===== src/rtl/tape_pkg.sv =====
// Shared constants and sequencer state type for the Oric .TAP image saver.
package tape_pkg;

  localparam logic [7:0] TAP_SYNC      = 8'h16;
  localparam logic [7:0] TAP_START     = 8'h24;
  localparam int         TAP_FIXED_HDR = 11;
  localparam int         TAP_NAME_MAX  = 16;

  typedef enum logic [2:0] {
    S_IDLE,
    S_ARM,
    S_HDR,
    S_DREQ,
    S_DWAIT,
    S_DRDY,
    S_DONE
  } state_t;

endpackage


===== src/rtl/tap_header_rom.sv =====
// Combinational header-byte generator: maps the header index plus the latched
// region/type fields and the name buffer onto the .TAP header byte.
module tap_header_rom
  import tape_pkg::*;
#(
  parameter int AW         = 16,
  parameter int SYNC_COUNT = 3
) (
  input  logic [7:0]                  idx,
  input  logic [AW-1:0]               start_addr,
  input  logic [AW-1:0]               end_addr,
  input  logic [7:0]                  file_type,
  input  logic [7:0]                  auto_byte,
  input  logic [8*TAP_NAME_MAX-1:0]   name_flat,
  input  logic [4:0]                  name_len,
  output logic [7:0]                  hdr_byte
);

  localparam logic [7:0] P_SYNC = 8'(SYNC_COUNT);

  logic [15:0] w_start16;
  logic [15:0] w_end16;
  logic [7:0]  w_nidx;

  // Addresses are always emitted as 16-bit big-endian words.
  assign w_start16 = 16'(start_addr);
  assign w_end16   = 16'(end_addr);
  assign w_nidx    = idx - (P_SYNC + 8'd10);

  // Header byte select; reserved bytes, the name lead-in and the terminator default to 0x00.
  always_comb begin
    hdr_byte = 8'h00;
    if (idx < P_SYNC) begin
      hdr_byte = TAP_SYNC;
    end else if (idx == P_SYNC) begin
      hdr_byte = TAP_START;
    end else if (idx == P_SYNC + 8'd3) begin
      hdr_byte = file_type;
    end else if (idx == P_SYNC + 8'd4) begin
      hdr_byte = auto_byte;
    end else if (idx == P_SYNC + 8'd5) begin
      hdr_byte = w_end16[15:8];
    end else if (idx == P_SYNC + 8'd6) begin
      hdr_byte = w_end16[7:0];
    end else if (idx == P_SYNC + 8'd7) begin
      hdr_byte = w_start16[15:8];
    end else if (idx == P_SYNC + 8'd8) begin
      hdr_byte = w_start16[7:0];
    end else if (idx >= P_SYNC + 8'd10) begin
      for (int k = 0; k < TAP_NAME_MAX; k++) begin
        if ((w_nidx == 8'(k)) && (5'(k) < name_len)) begin
          hdr_byte = name_flat[8*k +: 8];
        end
      end
    end
  end

endmodule


===== src/rtl/tape_saver.sv =====
// Oric .TAP image saver: builds the header, then streams RAM[start..end] over
// the ioctl upload channel one byte per host read.
// Optional file name support is enabled by defining TAPE_SAVER_NAME_EN.
module tape_saver
  import tape_pkg::*;
#(
  parameter int AW         = 16,
  parameter int SYNC_COUNT = 3
) (
  input  logic          clk,
  input  logic          reset,
`ifdef TAPE_SAVER_NAME_EN
  input  logic          name_wr,
  input  logic [3:0]    name_idx,
  input  logic [7:0]    name_char,
`endif
  input  logic          save_start,
  input  logic [AW-1:0] start_addr,
  input  logic [AW-1:0] end_addr,
  input  logic [7:0]    file_type,
  input  logic [7:0]    auto_byte,
  output logic [AW-1:0] ram_a,
  output logic          ram_rd,
  input  logic [7:0]    ram_q,
  input  logic          ioctl_upload,
  input  logic          ioctl_rd,
  output logic [7:0]    ioctl_din,
  output logic          ioctl_wait,
  output logic [23:0]   file_size,
  output logic          busy,
  output logic          done,
  output logic          err
);

  localparam logic [7:0] P_HDR_BASE = 8'(SYNC_COUNT + TAP_FIXED_HDR);

  state_t                    r_state;
  state_t                    w_state_next;
  logic [AW-1:0]             r_start;
  logic [AW-1:0]             r_end;
  logic [AW-1:0]             r_ptr;
  logic [7:0]                r_type;
  logic [7:0]                r_auto;
  logic [7:0]                r_idx;
  logic [7:0]                r_data;
  logic [23:0]               r_file_size;
  logic                      r_err;
  logic [4:0]                w_name_len;
  logic [8*TAP_NAME_MAX-1:0] w_name_flat;
  logic [7:0]                w_hdr_len;
  logic [7:0]                w_hdr_byte;
  logic [AW:0]               w_data_len;
  logic                      w_rd_ok;
  logic                      w_last_hdr;
  logic                      w_accept;
  logic                      w_reject;

`ifdef TAPE_SAVER_NAME_EN
  logic [7:0] r_name [TAP_NAME_MAX];

  // Name buffer: writable only while idle so a running save sees a stable name.
  always_ff @(posedge clk) begin
    if (reset) begin
      for (int k = 0; k < TAP_NAME_MAX; k++) r_name[k] <= 8'h00;
    end else if (name_wr && (r_state == S_IDLE)) begin
      r_name[name_idx] <= name_char;
    end
  end

  for (genvar gi = 0; gi < TAP_NAME_MAX; gi++) begin : g_name
    assign w_name_flat[8*gi +: 8] = r_name[gi];
  end

  // Name length = position of the first NUL, or the full buffer when none.
  always_comb begin
    w_name_len = 5'd16;
    for (int k = TAP_NAME_MAX - 1; k >= 0; k--) begin
      if (r_name[k] == 8'h00) w_name_len = 5'(k);
    end
  end
`else
  assign w_name_flat = '0;
  assign w_name_len  = 5'd0;
`endif

  // Data length is one bit wider than the address so a full-space save yields 2^AW.
  assign w_hdr_len  = P_HDR_BASE + {3'b000, w_name_len};
  assign w_data_len = {1'b0, r_end} - {1'b0, r_start} + {{AW{1'b0}}, 1'b1};
  assign w_rd_ok    = ioctl_rd & ioctl_upload;
  assign w_last_hdr = (r_idx == (w_hdr_len - 8'd1));
  assign w_accept   = save_start && (r_state == S_IDLE) && (end_addr >= start_addr);
  assign w_reject   = save_start && (r_state == S_IDLE) && (end_addr < start_addr);

  tap_header_rom #(
    .AW         (AW),
    .SYNC_COUNT (SYNC_COUNT)
  ) u_hdr (
    .idx        (r_idx),
    .start_addr (r_start),
    .end_addr   (r_end),
    .file_type  (r_type),
    .auto_byte  (r_auto),
    .name_flat  (w_name_flat),
    .name_len   (w_name_len),
    .hdr_byte   (w_hdr_byte)
  );

  // Sequencer state register.
  always_ff @(posedge clk) begin
    if (reset) r_state <= S_IDLE;
    else       r_state <= w_state_next;
  end

  // Next state and per-state outputs; a dropped upload window aborts without a done pulse.
  always_comb begin
    w_state_next = r_state;
    busy         = 1'b0;
    ioctl_wait   = 1'b1;
    ioctl_din    = r_data;
    ram_rd       = 1'b0;
    ram_a        = '0;
    done         = 1'b0;
    unique case (r_state)
      S_IDLE: begin
        if (w_accept) w_state_next = S_ARM;
      end
      S_ARM: begin
        busy = 1'b1;
        if (ioctl_upload) w_state_next = S_HDR;
      end
      S_HDR: begin
        busy       = 1'b1;
        ioctl_wait = 1'b0;
        ioctl_din  = w_hdr_byte;
        if (!ioctl_upload)              w_state_next = S_IDLE;
        else if (ioctl_rd && w_last_hdr) w_state_next = S_DREQ;
      end
      S_DREQ: begin
        busy   = 1'b1;
        ram_rd = 1'b1;
        ram_a  = r_ptr;
        w_state_next = ioctl_upload ? S_DWAIT : S_IDLE;
      end
      S_DWAIT: begin
        busy = 1'b1;
        w_state_next = ioctl_upload ? S_DRDY : S_IDLE;
      end
      S_DRDY: begin
        busy       = 1'b1;
        ioctl_wait = 1'b0;
        if (!ioctl_upload) w_state_next = S_IDLE;
        else if (ioctl_rd) w_state_next = (r_ptr == r_end) ? S_DONE : S_DREQ;
      end
      S_DONE: begin
        done         = 1'b1;
        w_state_next = S_IDLE;
      end
      default: w_state_next = S_IDLE;
    endcase
  end

  // Datapath: field latch on accept, size register, header index, data pointer and data byte.
  always_ff @(posedge clk) begin
    if (reset) begin
      r_start     <= '0;
      r_end       <= '0;
      r_ptr       <= '0;
      r_type      <= 8'h00;
      r_auto      <= 8'h00;
      r_idx       <= 8'h00;
      r_data      <= 8'h00;
      r_file_size <= 24'h0;
      r_err       <= 1'b0;
    end else begin
      r_err <= w_reject;
      if (w_accept) begin
        r_start <= start_addr;
        r_end   <= end_addr;
        r_ptr   <= start_addr;
        r_type  <= file_type;
        r_auto  <= auto_byte;
        r_idx   <= 8'h00;
      end
      if (r_state == S_ARM) begin
        r_file_size <= 24'(w_data_len) + 24'(w_hdr_len);
      end
      if ((r_state == S_HDR) && w_rd_ok && !w_last_hdr) begin
        r_idx <= r_idx + 8'd1;
      end
      if (r_state == S_DWAIT) begin
        r_data <= ram_q;
      end
      if ((r_state == S_DRDY) && w_rd_ok && (r_ptr != r_end)) begin
        r_ptr <= r_ptr + {{(AW-1){1'b0}}, 1'b1};
      end
    end
  end

  assign err       = r_err;
  assign file_size = r_file_size;

endmodule


===== config.mk =====
export PLATFORM = sky130hd
export DESIGN_NAME = tape_saver
export DESIGN_NICKNAME = d
export VERILOG_FILES = /design/src/rtl/tape_pkg.sv /design/src/rtl/tap_header_rom.sv /design/src/rtl/tape_saver.sv
export SDC_FILE = /design/constraint.sdc
export NUM_CORES = 1
export LEC_CHECK = 0
export ABC_AREA = 1
export BUFFER_PORTS_ARGS = -buffer_cell sky130_fd_sc_hd__buf_4
export CORE_MARGIN = 2
export CORE_UTILIZATION = 40
export DETAILED_ROUTE_END_ITERATION = 6
export GPL_TIMING_DRIVEN = 0
export PLACE_DENSITY = 0.57
export SYNTH_ARGS = -nofsm -noshare
export SYNTH_HDL_FRONTEND = slang
export SYNTH_SLANG_ARGS = --single-unit
export TNS_END_PERCENT = 30

===== constraint.sdc =====
create_clock -name clk -period 3.4 [get_ports clk]
set_clock_uncertainty 0.05 [all_clocks]
set_input_delay 0.68 -clock clk [delete_from_list [all_inputs] [get_ports clk]]
set_output_delay 0.68 -clock clk [all_outputs]
set_load 0.1 [all_outputs]

==> flow_summary.toml <==
[floorplan]
core_area_um2 = 17840
rows = 49
floorplan.io_pins = 114
fp.dieH_um = 138.4
die_area_um2 = 19170
start_util_pct = 40.52
fp.dieW_um = 138.4

[critical_path]
worstSetupPathType = "reg2out"
crit_arrival_ps = 2470
r2r-start = "r_end[1]$_SDFFE_PP0P_"
worstPathMaxFanout = 6
worstSetupEndpointType = "output pin"
crit_required_ps = 2670
crit_start = "r_idx[0]$_SDFFE_PP0P_"
startpoint_type = "flip-flop"

[sta]
setup_viol = 0
rsz0062_at_grt = "yes"
max_freq_mhz = 312.2
tightest_slew_ps = 828.3
min_period_over_period_pct = 94.20
hold_ws_ps = 412.7
slew_violations = 0
relSlewSlack_pct = 44.78
min_period_ps = 3203
fin_setup_tns_ps = 0
hold_viol = 0

[drt]
drt-initial-drc-count = 491
route.detailed.drc = 0
routedWlPerCell_um = 15.62
drt_wl_total_um = 23080
vias_per_cell = 5.028
first_pass_iters = 7
postRouteAntennaNets = 0
num_vias = 7426

[final_layout]
final_core_util_pct = 49.50
drive_gt1_share_pct = 16.91
stdcell_count = 1477
fillers = 1883
num_antenna_cells = 0
nNetsFinal = 1359
area_delta_synth_final_pct = 22.15

[global_route]
grt_pass1_vias = 6934
antenna_found_initial = 0
grt_pass1_wl_um = 36730
grt_overflow = 0
track_usage_pct = 24.17
grt_max_degree = 17

[pwr]
leakage_nw = 4.068
pwr_density_cell_nw_per_um2 = 516.6
total_power_mw = 4.562
peakVddDrop_uv = 369.4

[synth]
async_flop_share_pct = 0
synth-seq-area-share_pct = 28.25
syn_area_um2 = 7229
ys_top_cells_by_count = "nand2_1, nor2_1, inv_1"
ys_ff_latch = 102
syn_avg_cell_area_um2 = 6.455
yosysUniqueCellTypes = 51
yosys.area.top_type_share_pct = 28.25
postSynthCellCount = 1120
synth_top_area_cell = "dfxtp_1"
yosysMostFrequentCell = "nand2_1"
yosys_warnings = 0
synthTopCellsByArea = "dfxtp_1, nand2_1, ha_1"
synth_ff_type = "dfxtp_1"
synth_edf_count = 0

[placement]
place_congestion = 0.8684
portBuffers = 107
numPlacedInstances = 1461
dpl.hpwl_um = 18760

[clock_network]
clock_path_buffers = 2
cts.htree.levels = 3
insertion_delay_ps = 350
cts_tree = "built"
cts_buffers = 9
numClockSinks = 102
cts_hold_buffers = 0
cts_root_buf = "clkbuf_16"
clk_pin_slew_worst_paths_ps = 70

[worst_hold_path]
min_path_type = "reg2reg"
min_from = "r_start[0]$_SDFFE_PP0P_"

[outcome]
status = "finished, final reports clean"

[flow_run]
drv_cap = 0
layer usage:
layer	wire length (um)	track usage [%]	vias to the layer above
met2	10750	40.46	192
met5	0	0	-
met1	10860	33.00	3345
met4	510	6.821	0
met3	959	2.771	35
li1	-	-	3854
through the flow:
| stage | area [um2] | setup WS (ps) |
|---|---|---|
| finish | 8831 | 197.0 |
| global route | 8831 | -20.66 |
| CTS | 8770 | 12.69 |
| detailed placement | 8446 | 332.5 |
| global placement | 8446 | 340.3 |
| floorplan | 7356 | -209.5 |
sequential cells by signal (all words and copies together) (netlist names), 8 cells and up:
signal	count
r_idx	8
r_auto	8
r_type	8
r_data	8
r_end	16
r_start	16
r_ptr	16
file_size	18
final timing paths:
path / to / slack (ps) / cells past startpoint
max: ioctl_din[5] / 200 / 12
min: r_start[0]$_SDFFE_PP0P_ / 410 / 2
max reg2reg: file_size[13]$_SDFFE_PP0P_ / 330 / 20
min reg2reg: r_start[0]$_SDFFE_PP0P_ / 410 / 2
cell usage in the layout, fill, tap and decap left out, drive strengths merged, types with 3 or more instances in the layout:
cell / instances
nor3: 20
o21a: 15
clkinv: 4
o211ai: 9
nand4: 14
buf: 128
a21oi: 65
conb: 6
dfxtp: 102
nor2: 176
nand3b: 3
or2: 5
o22ai: 3
xor2: 13
nand3: 74
nand2: 237
o21ai: 83
xnor2: 18
a31oi: 6
nor4: 3
inv: 160
clkbuf: 27
ha: 53
o21bai: 6
worst max-delay path: stages, from the launching register on:
cell	delay (ps)
dfxtp_1	400
ha_2	230
inv_2	90
nor3_4	290
nand2_2	120
o21ai_0	210
nand3_1	150
nand3_1	100
nand2_1	50
nand2_1	90
nand2_1	60
nand2_1	90
buf_6	220
final cells by class:
cell class              instances  area, um2  area share [%]
well taps                     229      286.5           3.245
clock inverters                 5      83.83          0.9493
flip-flops and latches        102       2042           23.12
clock buffers                  10      229.0           2.593
repair buffers                108      830.8           9.408
inverters                     162      619.3           7.013
multi-input cells             824       4543           51.45
plain buffers                  37      196.4           2.224
where the power goes:
part	internal (mW)	total, mW	leakage, nW	switching [mW]
Sequential	1.31	1.40	0.833	0.0975
Combinational	0.617	2.02	3.08	1.40
Clock	0.647	1.14	0.150	0.493
Total	2.57	4.56	4.07	1.99
kinds of logic after synthesis:
family          Yosys count  synth area share [%]
simple gates            535                 31.74
other cells               1               0.05187
mux                       2                0.2769
fa+ha+maj                54                 9.450
buf+inv                 199                 11.21
xor+xnor                 31                 3.756
compound gates          196                 15.26
flops                   102                 28.25
timing repair:
item / 4_1_cts / 5_1_grt
gates resized for setup: 2 / 16
buffers inserted: 0 / 1
pin swaps: 0 / 1
setup endpoints to repair: 7 / 7
Power figures use the tool's default switching activity.
